==> src/rtl/player_motion_ctrl_pkg.sv <==
// Shared types and state encodings for the player motion controller.
package motion_pkg;

  typedef logic signed [7:0] delta_t;

  typedef enum logic [1:0] {
    MS_GROUND = 2'd0,
    MS_JUMP   = 2'd1,
    MS_FALL   = 2'd2
  } motion_state_e;

  localparam logic [1:0] ST_GROUND = 2'd0;
  localparam logic [1:0] ST_JUMP   = 2'd1;
  localparam logic [1:0] ST_FALL   = 2'd2;

endpackage

==> src/rtl/player_motion_ctrl_if.sv <==
// Button/collision inputs and position outputs of the motion controller.
interface player_motion_ctrl_if #(
  parameter int X_W     = 11,
  parameter int Y_W     = 10,
  parameter int SHIFT_W = 12
) ();

  logic               tick;
  logic               cen_b;
  logic               up_b;
  logic               left_b;
  logic               right_b;
  logic               down_b;
  logic               col_detected;
  logic               outbounds;
  logic               game_win;
  logic [X_W-1:0]     blkpos_x_out;
  logic [Y_W-1:0]     blkpos_y_out;
  logic [SHIFT_W-1:0] x_shift;
  logic               rst_col_det;
  logic [1:0]         motion_state;

  modport master (
    output tick, cen_b, up_b, left_b, right_b, down_b,
    output col_detected, outbounds, game_win,
    input  blkpos_x_out, blkpos_y_out, x_shift, rst_col_det, motion_state
  );

  modport slave (
    input  tick, cen_b, up_b, left_b, right_b, down_b,
    input  col_detected, outbounds, game_win,
    output blkpos_x_out, blkpos_y_out, x_shift, rst_col_det, motion_state
  );

endinterface

==> src/rtl/player_motion_ctrl_axis_step.sv <==
// One axis: add a signed delta to an unsigned position, clamp to [lo, hi],
// and report the delta that was actually applied.
module axis_step
  import motion_pkg::*;
#(
  parameter int W = 10
) (
  input  logic [W-1:0] i_pos,
  input  delta_t       i_delta,
  input  logic [W-1:0] i_lo,
  input  logic [W-1:0] i_hi,
  output logic [W-1:0] o_pos,
  output delta_t       o_applied
);

  logic signed [W:0] w_sum;
  logic signed [W:0] w_lo;
  logic signed [W:0] w_hi;
  logic        [W:0] w_diff;

  // One extra bit holds any in-range position plus or minus 128 without wrap.
  always_comb begin
    w_sum     = $signed({1'b0, i_pos}) + $signed({{(W-7){i_delta[7]}}, i_delta});
    w_lo      = $signed({1'b0, i_lo});
    w_hi      = $signed({1'b0, i_hi});
    if (w_sum < w_lo)      o_pos = i_lo;
    else if (w_sum > w_hi) o_pos = i_hi;
    else                   o_pos = w_sum[W-1:0];
    w_diff    = {1'b0, o_pos} - {1'b0, i_pos};
    o_applied = w_diff[7:0];
  end

endmodule

==> src/rtl/player_motion_ctrl.sv <==
// Tick-driven GROUND/JUMP/FALL motion controller with exact collision revert.
module player_motion_ctrl
  import motion_pkg::*;
#(
  parameter int X_W         = 11,
  parameter int Y_W         = 10,
  parameter int SHIFT_W     = 12,
  parameter int MOVE_SPEED  = 6,
  parameter int GRAV        = 5,
  parameter int JUMP_TICKS  = 35,
  parameter int SPRITE      = 48,
  parameter int Y_MAX       = 864,
  parameter int SHIFT_MIN   = 10,
  parameter int SHIFT_MAX   = 3360,
  parameter int START_X     = 695,
  parameter int START_Y     = 400,
  parameter int START_SHIFT = 10
) (
  input logic                clk,
  input logic                rst,
  player_motion_ctrl_if.slave bus
);

  localparam int JC_W = $clog2(JUMP_TICKS + 1);

  localparam delta_t               D_MS   = delta_t'(MOVE_SPEED);
  localparam delta_t               D_GRAV = delta_t'(GRAV);
  localparam logic [JC_W-1:0]      JC_MAX = JC_W'(JUMP_TICKS);
  localparam logic [Y_W-1:0]       Y_LO   = '0;
  localparam logic [Y_W-1:0]       Y_HI   = Y_W'(Y_MAX - SPRITE);
  localparam logic [SHIFT_W-1:0]   SH_LO  = SHIFT_W'(SHIFT_MIN);
  localparam logic [SHIFT_W-1:0]   SH_HI  = SHIFT_W'(SHIFT_MAX - SPRITE);

  if (MOVE_SPEED + GRAV > 127) begin : g_bad_speed
    $error("MOVE_SPEED + GRAV must fit a signed 8-bit delta");
  end

  logic [Y_W-1:0]     r_y;
  logic [SHIFT_W-1:0] r_shift;
  logic [1:0]         r_state;
  logic [JC_W-1:0]    r_jc;
  delta_t             r_ldx;
  delta_t             r_ldy;
  logic               r_ack;

  delta_t             w_dx;
  delta_t             w_dy_move;
  logic [1:0]         w_state_move;
  logic [JC_W-1:0]    w_jc_move;
  logic               w_col;
  delta_t             w_dx_sel;
  delta_t             w_dy_sel;
  logic [Y_W-1:0]     w_y_next;
  logic [SHIFT_W-1:0] w_shift_next;
  delta_t             w_ldy_app;
  delta_t             w_ldx_app;

  // NOTE: every always_comb output gets a default first so no path can infer a latch.
  always_comb begin
    w_dx         = '0;
    w_dy_move    = '0;
    w_state_move = r_state;
    w_jc_move    = r_jc;
    case ({bus.right_b, bus.left_b})
      2'b10:   w_dx = D_MS;
      2'b01:   w_dx = -D_MS;
      default: w_dx = '0;
    endcase
    case (r_state)
      ST_GROUND: begin
        if (bus.up_b) begin
          w_dy_move    = -D_MS;
          w_jc_move    = r_jc - JC_W'(1);
          w_state_move = ST_JUMP;
        end else if (w_dx != '0) begin
          w_dy_move    = D_GRAV;
          w_state_move = ST_FALL;
        end
      end
      ST_JUMP: begin
        if (bus.up_b && (r_jc != '0)) begin
          w_dy_move = -D_MS;
          w_jc_move = r_jc - JC_W'(1);
        end else begin
          w_dy_move    = D_GRAV;
          w_state_move = ST_FALL;
        end
      end
      default: begin
        w_dy_move    = bus.down_b ? (D_GRAV + D_MS) : D_GRAV;
        w_state_move = ST_FALL;
      end
    endcase
  end

  // A collision feeds the negated last delta through the same adders.
  assign w_col    = bus.tick & bus.col_detected;
  assign w_dx_sel = w_col ? -r_ldx : w_dx;
  assign w_dy_sel = w_col ? -r_ldy : w_dy_move;

  axis_step #(.W(Y_W)) u_y_step (
    .i_pos     (r_y),
    .i_delta   (w_dy_sel),
    .i_lo      (Y_LO),
    .i_hi      (Y_HI),
    .o_pos     (w_y_next),
    .o_applied (w_ldy_app)
  );

  axis_step #(.W(SHIFT_W)) u_shift_step (
    .i_pos     (r_shift),
    .i_delta   (w_dx_sel),
    .i_lo      (SH_LO),
    .i_hi      (SH_HI),
    .o_pos     (w_shift_next),
    .o_applied (w_ldx_app)
  );

  // NOTE: sequential state uses non-blocking assignments so every register samples pre-edge values.
  always_ff @(posedge clk) begin
    if (rst || bus.game_win || bus.outbounds) begin
      r_y     <= Y_W'(START_Y);
      r_shift <= SHIFT_W'(START_SHIFT);
      r_state <= ST_FALL;
      r_jc    <= JC_MAX;
      r_ldx   <= '0;
      r_ldy   <= '0;
      r_ack   <= 1'b0;
    end else begin
      r_ack <= 1'b0;
      if (bus.tick) begin
        if (bus.col_detected) begin
          r_ack <= 1'b1;
          if ((r_ldx != '0) || (r_ldy != '0)) begin
            r_y     <= w_y_next;
            r_shift <= w_shift_next;
            r_ldx   <= '0;
            r_ldy   <= '0;
            // Landing only when the reverted move was downward; otherwise head bump or wall.
            if (r_ldy > 0) begin
              r_state <= ST_GROUND;
              r_jc    <= JC_MAX;
            end else begin
              r_state <= ST_FALL;
              r_jc    <= '0;
            end
          end
        end else begin
          r_y     <= w_y_next;
          r_shift <= w_shift_next;
          r_ldx   <= w_ldx_app;
          r_ldy   <= w_ldy_app;
          r_state <= w_state_move;
          r_jc    <= w_jc_move;
        end
        if (bus.cen_b) r_jc <= JC_MAX;
      end
    end
  end

  assign bus.blkpos_x_out = X_W'(START_X);
  assign bus.blkpos_y_out = r_y;
  assign bus.x_shift      = r_shift;
  assign bus.rst_col_det  = r_ack;
  assign bus.motion_state = r_state;

endmodule

==> src/flat_wrapper.sv <==
// flat-port wrapper written by rule: the top's interface ports become plain ports
module player_motion_ctrl_flat import motion_pkg::*;
#(
  parameter int X_W         = 11,
  parameter int Y_W         = 10,
  parameter int SHIFT_W     = 12,
  parameter int MOVE_SPEED  = 6,
  parameter int GRAV        = 5,
  parameter int JUMP_TICKS  = 35,
  parameter int SPRITE      = 48,
  parameter int Y_MAX       = 864,
  parameter int SHIFT_MIN   = 10,
  parameter int SHIFT_MAX   = 3360,
  parameter int START_X     = 695,
  parameter int START_Y     = 400,
  parameter int START_SHIFT = 10
)
  (clk, rst, bus_tick, bus_cen_b, bus_up_b, bus_left_b, bus_right_b, bus_down_b, bus_col_detected, bus_outbounds, bus_game_win, bus_blkpos_x_out, bus_blkpos_y_out, bus_x_shift, bus_rst_col_det, bus_motion_state);
  player_motion_ctrl_if #(.X_W(X_W), .Y_W(Y_W), .SHIFT_W(SHIFT_W)) bus_i ();
  input logic clk;
  input logic rst;
  input wire logic [$bits(bus_i.tick)-1:0] bus_tick;
  input wire logic [$bits(bus_i.cen_b)-1:0] bus_cen_b;
  input wire logic [$bits(bus_i.up_b)-1:0] bus_up_b;
  input wire logic [$bits(bus_i.left_b)-1:0] bus_left_b;
  input wire logic [$bits(bus_i.right_b)-1:0] bus_right_b;
  input wire logic [$bits(bus_i.down_b)-1:0] bus_down_b;
  input wire logic [$bits(bus_i.col_detected)-1:0] bus_col_detected;
  input wire logic [$bits(bus_i.outbounds)-1:0] bus_outbounds;
  input wire logic [$bits(bus_i.game_win)-1:0] bus_game_win;
  output wire logic [$bits(bus_i.blkpos_x_out)-1:0] bus_blkpos_x_out;
  output wire logic [$bits(bus_i.blkpos_y_out)-1:0] bus_blkpos_y_out;
  output wire logic [$bits(bus_i.x_shift)-1:0] bus_x_shift;
  output wire logic [$bits(bus_i.rst_col_det)-1:0] bus_rst_col_det;
  output wire logic [$bits(bus_i.motion_state)-1:0] bus_motion_state;
  assign bus_i.tick = bus_tick;
  assign bus_i.cen_b = bus_cen_b;
  assign bus_i.up_b = bus_up_b;
  assign bus_i.left_b = bus_left_b;
  assign bus_i.right_b = bus_right_b;
  assign bus_i.down_b = bus_down_b;
  assign bus_i.col_detected = bus_col_detected;
  assign bus_i.outbounds = bus_outbounds;
  assign bus_i.game_win = bus_game_win;
  assign bus_blkpos_x_out = bus_i.blkpos_x_out;
  assign bus_blkpos_y_out = bus_i.blkpos_y_out;
  assign bus_x_shift = bus_i.x_shift;
  assign bus_rst_col_det = bus_i.rst_col_det;
  assign bus_motion_state = bus_i.motion_state;
  player_motion_ctrl #(.X_W(X_W), .Y_W(Y_W), .SHIFT_W(SHIFT_W), .MOVE_SPEED(MOVE_SPEED), .GRAV(GRAV), .JUMP_TICKS(JUMP_TICKS), .SPRITE(SPRITE), .Y_MAX(Y_MAX), .SHIFT_MIN(SHIFT_MIN), .SHIFT_MAX(SHIFT_MAX), .START_X(START_X), .START_Y(START_Y), .START_SHIFT(START_SHIFT)) u_core (.clk(clk), .rst(rst), .bus(bus_i));
endmodule
==> config.mk <==
export PLATFORM = sky130hd
export DESIGN_NAME = player_motion_ctrl_flat
export DESIGN_NICKNAME = d
export VERILOG_FILES = /design/src/rtl/player_motion_ctrl_pkg.sv /design/src/rtl/player_motion_ctrl_if.sv /design/src/rtl/player_motion_ctrl_axis_step.sv /design/src/rtl/player_motion_ctrl.sv /design/src/flat_wrapper.sv
export SDC_FILE = /design/constraint.sdc
export NUM_CORES = 1
export LEC_CHECK = 0
export BUFFER_PORTS_ARGS = -buffer_cell sky130_fd_sc_hd__buf_2
export CELL_PAD_IN_SITES_DETAIL_PLACEMENT = 1
export CELL_PAD_IN_SITES_GLOBAL_PLACEMENT = 1
export CORE_UTILIZATION = 44
export CTS_CLUSTER_SIZE = 30
export DETAILED_ROUTE_END_ITERATION = 10
export HOLD_SLACK_MARGIN = 0.1
export PLACE_DENSITY = 0.93
export SKIP_CTS_REPAIR_TIMING = 1
export SLEW_MARGIN = 15
export SYNTH_ARGS = -nofsm -noshare
export SYNTH_HDL_FRONTEND = slang
export SYNTH_SLANG_ARGS = --single-unit
==> constraint.sdc <==
create_clock -name clk -period 6.3 [get_ports clk]
set_input_delay 1.89 -clock clk [delete_from_list [all_inputs] [get_ports clk]]
set_output_delay 1.89 -clock clk [all_outputs]
set_load 0.01 [all_outputs]
# Word level (Yosys, flattened, before mapping)
# Index checks and enable logic that the tools add are counted.
[classes]
n_lt_le_gt_ge = 5
n_bitwise = 2
n_mux = 34
n_reduce_logical = 14
n_addsub = 7
eq_ne = 9
[ops]
columns = ["op", "n"]
rows = [
  ["$mux 8", 7],
  ["$mux 12", 4],
  ["$mux 10", 4],
  ["$mux 6", 6],
  ["$pmux 8 s2", 2],
  ["$reduce_bool 8->1", 3],
  ["$neg 8->8", 2],
  ["$sub 8x8->8", 2],
  ["$add 13x8->13", 1],
  ["$gt 13x13->1 const B", 1],
  ["$lt 13x5->1 const B", 1],
  ["$mux 2", 6],
  ["$pmux 6 s2", 1],
  ["$add 11x8->11", 1],
  ["$gt 11x11->1 const B", 1],
  ["$lt 11x1->1 const B", 1],
  ["$gt 8x1->1 const B", 1],
  ["$ne 4x3->1 const B", 2],
  ["$reduce_bool 6->1", 1],
  ["$sub 6x1->6 const B", 1],
  ["$reduce_and 5->1", 1],
  ["$eq 2x1->1 const B", 2],
  ["$mux 4", 1],
  ["$ne 4x4->1 const B", 1],
  ["16 further kinds", 18],
]
[word_totals]
ff_bits = 47
wordCells = 78

# Logic depth before layout (Yosys ltp)
[depth]
word_depth = 13
depth_mapped = 25

# Cells and area by module
# From an unflattened synthesis, not the netlist that was laid out.
[hier_totals]
cells_unflattened = 751
hier_area_um2 = 5760.5
[modules_own_cells]
columns = ["mod", "area_per_inst_um2", "seq_area_each_um2", "n_inst", "cells_per_inst"]
rows = [
  ["player_motion_ctrl", 2399.8, 940.9, 1, 301],
  ["axis_step at u_core.u_shift_step", 1904.3, 0.0, 1, 254],
  ["axis_step at u_core.u_y_step", 1456.4, 0.0, 1, 196],
]

# Least setup slack after synthesis
# OpenSTA, ideal clock, no wires.
[synth_path]
kind = "input to register"
startpoint = "in bus_col_detected"
endpoint = "reg u_core.r_ldx[6]"
stages = 23
n_path_buf = 1
slack_ns = 0.327
required_ns = 6.172
setup_time_ns = 0.128
t_arrival_ns = 5.845
path_cell_list = "nand2_1 > clkbuf_1 > o21a_1 > inv_1 > fa_1 > nand2b_1 > a21oi_2 > o21a_1 > xnor2_1 > nand3_1 > a31oi_4 > nor2_1 > or3_1 > ha_1 > fa_1 > nor2b_1 > o21ai_0 > nand2b_1 > a21o_1 > a21oi_1 > xnor2_1 > a22oi_1 > nor2_1"
[synth_between]
elab_chain_len = 8
word_cells_on_any_way = 11
classes_between = "add/sub (2); order compare (2); eq/ne (1); mux (4); bitwise (1); reduce/logical (1)"
[synth_lines]
columns = ["item", "line", "rtl"]
rows = [
  ["start: declaration", "flat_wrapper.sv:28", "input wire logic [$bits(bus_i.col_detected)-1:0] bus_col_detected;"],
  ["$and 1x1->1", "player_motion_ctrl.sv:97", "assign w_col = bus.tick & bus.col_detected;"],
  ["$mux 8", "player_motion_ctrl.sv:98", "assign w_dx_sel = w_col ? -r_ldx : w_dx;"],
  ["$add 13x8->13", "player_motion_ctrl_axis_step.sv:23", "w_sum = $signed({1'b0, i_pos}) + $signed({{(W-7){i_delta[7]}}, i_delta});"],
  ["$gt 13x13->1", "player_motion_ctrl_axis_step.sv:27", "else if (w_sum > w_hi) o_pos = i_hi;"],
  ["$mux 12", "player_motion_ctrl_axis_step.sv:27", ""],
  ["$mux 12", "player_motion_ctrl_axis_step.sv:26", "if (w_sum < w_lo) o_pos = i_lo;"],
  ["$sub 8x8->8", "player_motion_ctrl_axis_step.sv:29", "w_diff = {1'b0, o_pos} - {1'b0, i_pos};"],
  ["$mux 8", "player_motion_ctrl.sv:132", "if (bus.col_detected) begin"],
  ["end signal: assignment", "player_motion_ctrl.sv:151", "r_ldx <= w_ldx_app;"],
  ["end: declaration", "player_motion_ctrl.sv:42", "delta_t r_ldx;"],
]
# Several ways; a longest one is shown, not always the timed one.
# A chain may end at the register's enable or synchronous reset.

# Worst setup path after layout
[layout_path]
startpoint = "in bus_col_detected"
endpoint = "reg u_core.r_ldx[6]"
[layout_between]
elab_chain_len = 8
word_cells_on_any_way = 11
classes_between = "add/sub (2); order compare (2); eq/ne (1); mux (4); bitwise (1); reduce/logical (1)"
[layout_lines]
columns = ["item", "line", "rtl"]
rows = [
  ["$and 1x1->1 *", "player_motion_ctrl.sv:97", ""],
  ["$mux 8 *", "player_motion_ctrl.sv:98", ""],
  ["$add 13x8->13 *", "player_motion_ctrl_axis_step.sv:23", ""],
  ["$gt 13x13->1", "player_motion_ctrl_axis_step.sv:27", ""],
  ["$mux 12", "player_motion_ctrl_axis_step.sv:27", ""],
  ["$mux 12 *", "player_motion_ctrl_axis_step.sv:26", ""],
  ["via u_core.u_shift_step.o_pos[2]", "player_motion_ctrl_axis_step.sv:12", "output logic [W-1:0] o_pos,"],
  ["$sub 8x8->8 *", "player_motion_ctrl_axis_step.sv:29", ""],
  ["$mux 8 *", "player_motion_ctrl.sv:132", ""],
]
# The timed path passes the listed nets; every way through them passes the cells marked *.

==> metrics.md <==
| Metric | Value |
|---|---|
| Status | finished with violations |
| Failing checks | negative setup slack |
| # setup viols final | 3 |
| Antenna cells | 0 |
| Clock Latency Late Sink | 0.33 ns |
| Most common cell in the netlist | nor2_1 |
| Worst Hold End | u_core.bus.blkpos_y_out[9] |
| Area leader, netlist | dfxtp_1 |
| GR Overflow Total | 0 |
| Setup ws final | -0.306 ns |
| FFs w/ async S/R, synth | 0 |
| Worst Setup Path Type | primary input to flip-flop |
| CTS Buf Count | 5 |
| Unique masters post-synth | between 60 and 70 |
| Worst vdd ir | 0.117 mV |
| IO Pins | 47 |
| MaxCap Viol Count | 0 |
| Worst-margin pin slew | 1.23 ns |
| Max Buffers Root-to-Sink | 2 |
| Final hold vios | 0 |
| Max-slew headroom | 0.177 |
| Vias in the first global route | 4839 |
| R2r startpoint | u_core.r_ldx[0] |
| Tot GR Track Use | 0.305 |
| Number of H-tree levels | 2 |
| Iter 0 DRT Violations | slightly above 400 |
| Hold depth | 2 |
| Gpl congestion | 0.960 |
| Die height | 101 um |
| CP Buf/Inv Count | 4 |
| Sequential cell area | 941 um^2 |
| Placement Setup Slack | -0.397 ns |
| FILL cells | 1195 |
| Post-synth EDFFs | 0 |
| Largest net degree at the start of global routing | 34 |
| Synth Instances | 565 |
| Data arrival, critical path | between 6 and 7 ns |
| Worst path slowest cell | fa_2 |
| Setup Skew | 0.0262 ns |
| Final Core Density | 0.545 |
| Area occupied by multi-input gates | 3300 um^2 |
| Final worst path period need | 6.61 ns |
| Finished Cell Area | 5110 um^2 |
| LEAKAGE | 2.18 nW |
| Max Transition Viols Final | 0 |
| Cell Area, Synth | 4320 um^2 |
| Via density | 6.48 |
| First-pass GRT wire length | 24400 um |
| Site row count | 35 |
| Period utilization | 1.05 |
| Critical path capture point type | flip-flop |
| Hold Crit Start | u_core.bus.blkpos_y_out[9] |
| Clock-pin slew on the worst setup and hold paths | 0.12 ns |
| Initial Utilization | 0.461 |
| Initial antenna violation count | 0 |
| Layout area overhead | 18.2% |
| Clk sinks | 47 |
| Top_reg_cell synth | dfxtp_1 |
| Final WL | 18100 um |
| Ys Warns | 0 |
| Antenna-violating nets left | 0 |
| Top post-synthesis cells by count | 63 x nor2_1, 47 x dfxtp_1, 46 x nand2_1 |
| Register-to-Register Path Depth | 25 |
| Max incr delay on CP | 0.41 ns |
| Reg2Reg Setup Slack | 0.52 ns |
| Port-buffer cells | 35 |
| WHS | approximately 0.49 ns |
| Maximum clock rate | 0.151 GHz |
| Peak fanout along the critical path | 9 |
| Top-area cell type share of the netlist area | 0.218 |
| Startpoint Class | primary input |
| Die width | about 100 um |
| Final cell count without fillers | 755 |
| DR WL/cell | 24.0 um |
| Fraction of layout cells with a size suffix above 1 | 0.204 |
| Worst r2r dst | u_core.r_ldx[6] |
| PD cells | 196 nW/um^2 |
| Placed Area | approximately 4800 um^2 |
| Die ar. | 10200 um^2 |
| Post-route DRC violation count | 0 |
| CTS tree | yes |
| Hold Crit Class | flip-flop to flip-flop |
| Syn_area_per_cell | 7.65 um^2 |
| Clock root buffer | clkbuf_8 |
| Core footprint | around 9400 um^2 |
| Sequential area share after synthesis | 0.218 |
| Hpwl dp | 11100 um |
| Layout net count | between 600 and 700 |
| TNS Setup | -0.635 ns |
| Largest delay share family, worst path | compound AO/OA/AOI/OAI gates |
| Post-Place Cells | between 700 and 800 |
| DR vias | 4894 |
| CP required | roughly 6.5 ns |
| Synth area leaders | dfxtp_1 22%, ha_1 12%, nor2_1 5.5% |
| Total power | around 1.0 mW |
| Drt pass-1 iters | 5 |
| Yosys reg bits | 47 |
## worst reg2reg max path, cell delays in order (launching register included)
cell and delay [ns]:
dfxtp_1 0.36, inv_1 0.11, ha_1 0.22, nand2_1 0.14
or3_1 0.46, xnor2_1 0.18, o21ai_0 0.27, ha_1 0.39
o21a_1 0.16, o21ai_0 0.28, a21oi_2 0.12, and2_1 0.20
o211a_1 0.27, nor3_4 0.29, o21ai_2 0.13, or3_1 0.36
ha_1 0.24, fa_1 0.45, nor2b_2 0.19, o21ai_0 0.14
nand2b_1 0.15, a21o_1 0.13, a21oi_1 0.08, xnor2_1 0.15
a22oi_1 0.17, nor2_1 0.07
## how the worst max path moves through the flow
stage / endpoint / cells past startpoint / from / slack [ns]
global route: u_core.r_ldx[6] / 25 / bus_col_detected / -0.32
detailed placement: u_core.r_ldx[6] / 25 / bus_tick / -0.40
CTS: u_core.r_ldx[6] / 25 / bus_right_b / -0.11
floorplan: u_core.r_ldx[6] / 23 / bus_col_detected / 0.33
global placement: u_core.r_ldx[6] / 25 / bus_right_b / -0.06
finish: u_core.r_ldx[6] / 25 / bus_col_detected / -0.31
## power breakdown
part           total, mW  internal, mW  switching (mW)
registers          0.309         0.302         0.00746
clock network      0.255         0.131           0.124
logic              0.440         0.171           0.268
total               1.00         0.604           0.399
## state kept, by name (all words and copies together) (netlist names)
register,flops
u_core.bus.blkpos_y_out,10
u_core.bus.rst_col_det,1
u_core.r_jc,6
u_core.r_ldx,8
u_core.r_ldy,8
u_core.bus.x_shift,12
u_core.bus.motion_state,2
## metal layers
metal	vias to the layer above	wire length [um]	global-route usage
li1	2123	-	-
met1	2341	7030	0.367
met2	326	8630	0.553
met3	104	1400	0.0416
met4	0	1040	0.105
met5	-	0	0
## cell type report
class / count / area share
Clock buffer: 6 / 0.0162
Clock inverter: 2 / 0.00760
Inverter: 33 / 0.0245
Multi-Input combinational cell: 466 / 0.647
Sequential cell: 47 / 0.184
Tap cell: 129 / 0.0316
Timing Repair Buffer: 72 / 0.0887
## cells in the final DEF (no fill, tap or decap), types with 20 or more instances in the layout
| cell | count |
|---|---|
| a21oi_1 | 37 |
| buf_2 | 35 |
| buf_4 | 37 |
| dfxtp_1 | 47 |
| ha_1 | 40 |
| inv_1 | 32 |
| nand2_1 | 46 |
| nand3_1 | 25 |
| nor2_1 | 61 |
| nor3_1 | 20 |
| o21ai_0 | 30 |
| xnor2_1 | 23 |
## cell families (layout without fill, tap and decap cells)
group,after synthesis,in the layout,synth area share
AOI/OAI and AO/OA,159,159,0.255
other,2,11,0.00174
adders and majority gates,46,46,0.140
xor gates and xnor gates,41,41,0.0849
buffers and inverters,61,113,0.0640
and+or+nand+nor,209,209,0.237
DFF,47,47,0.218
Power figures use the tool's default switching activity.
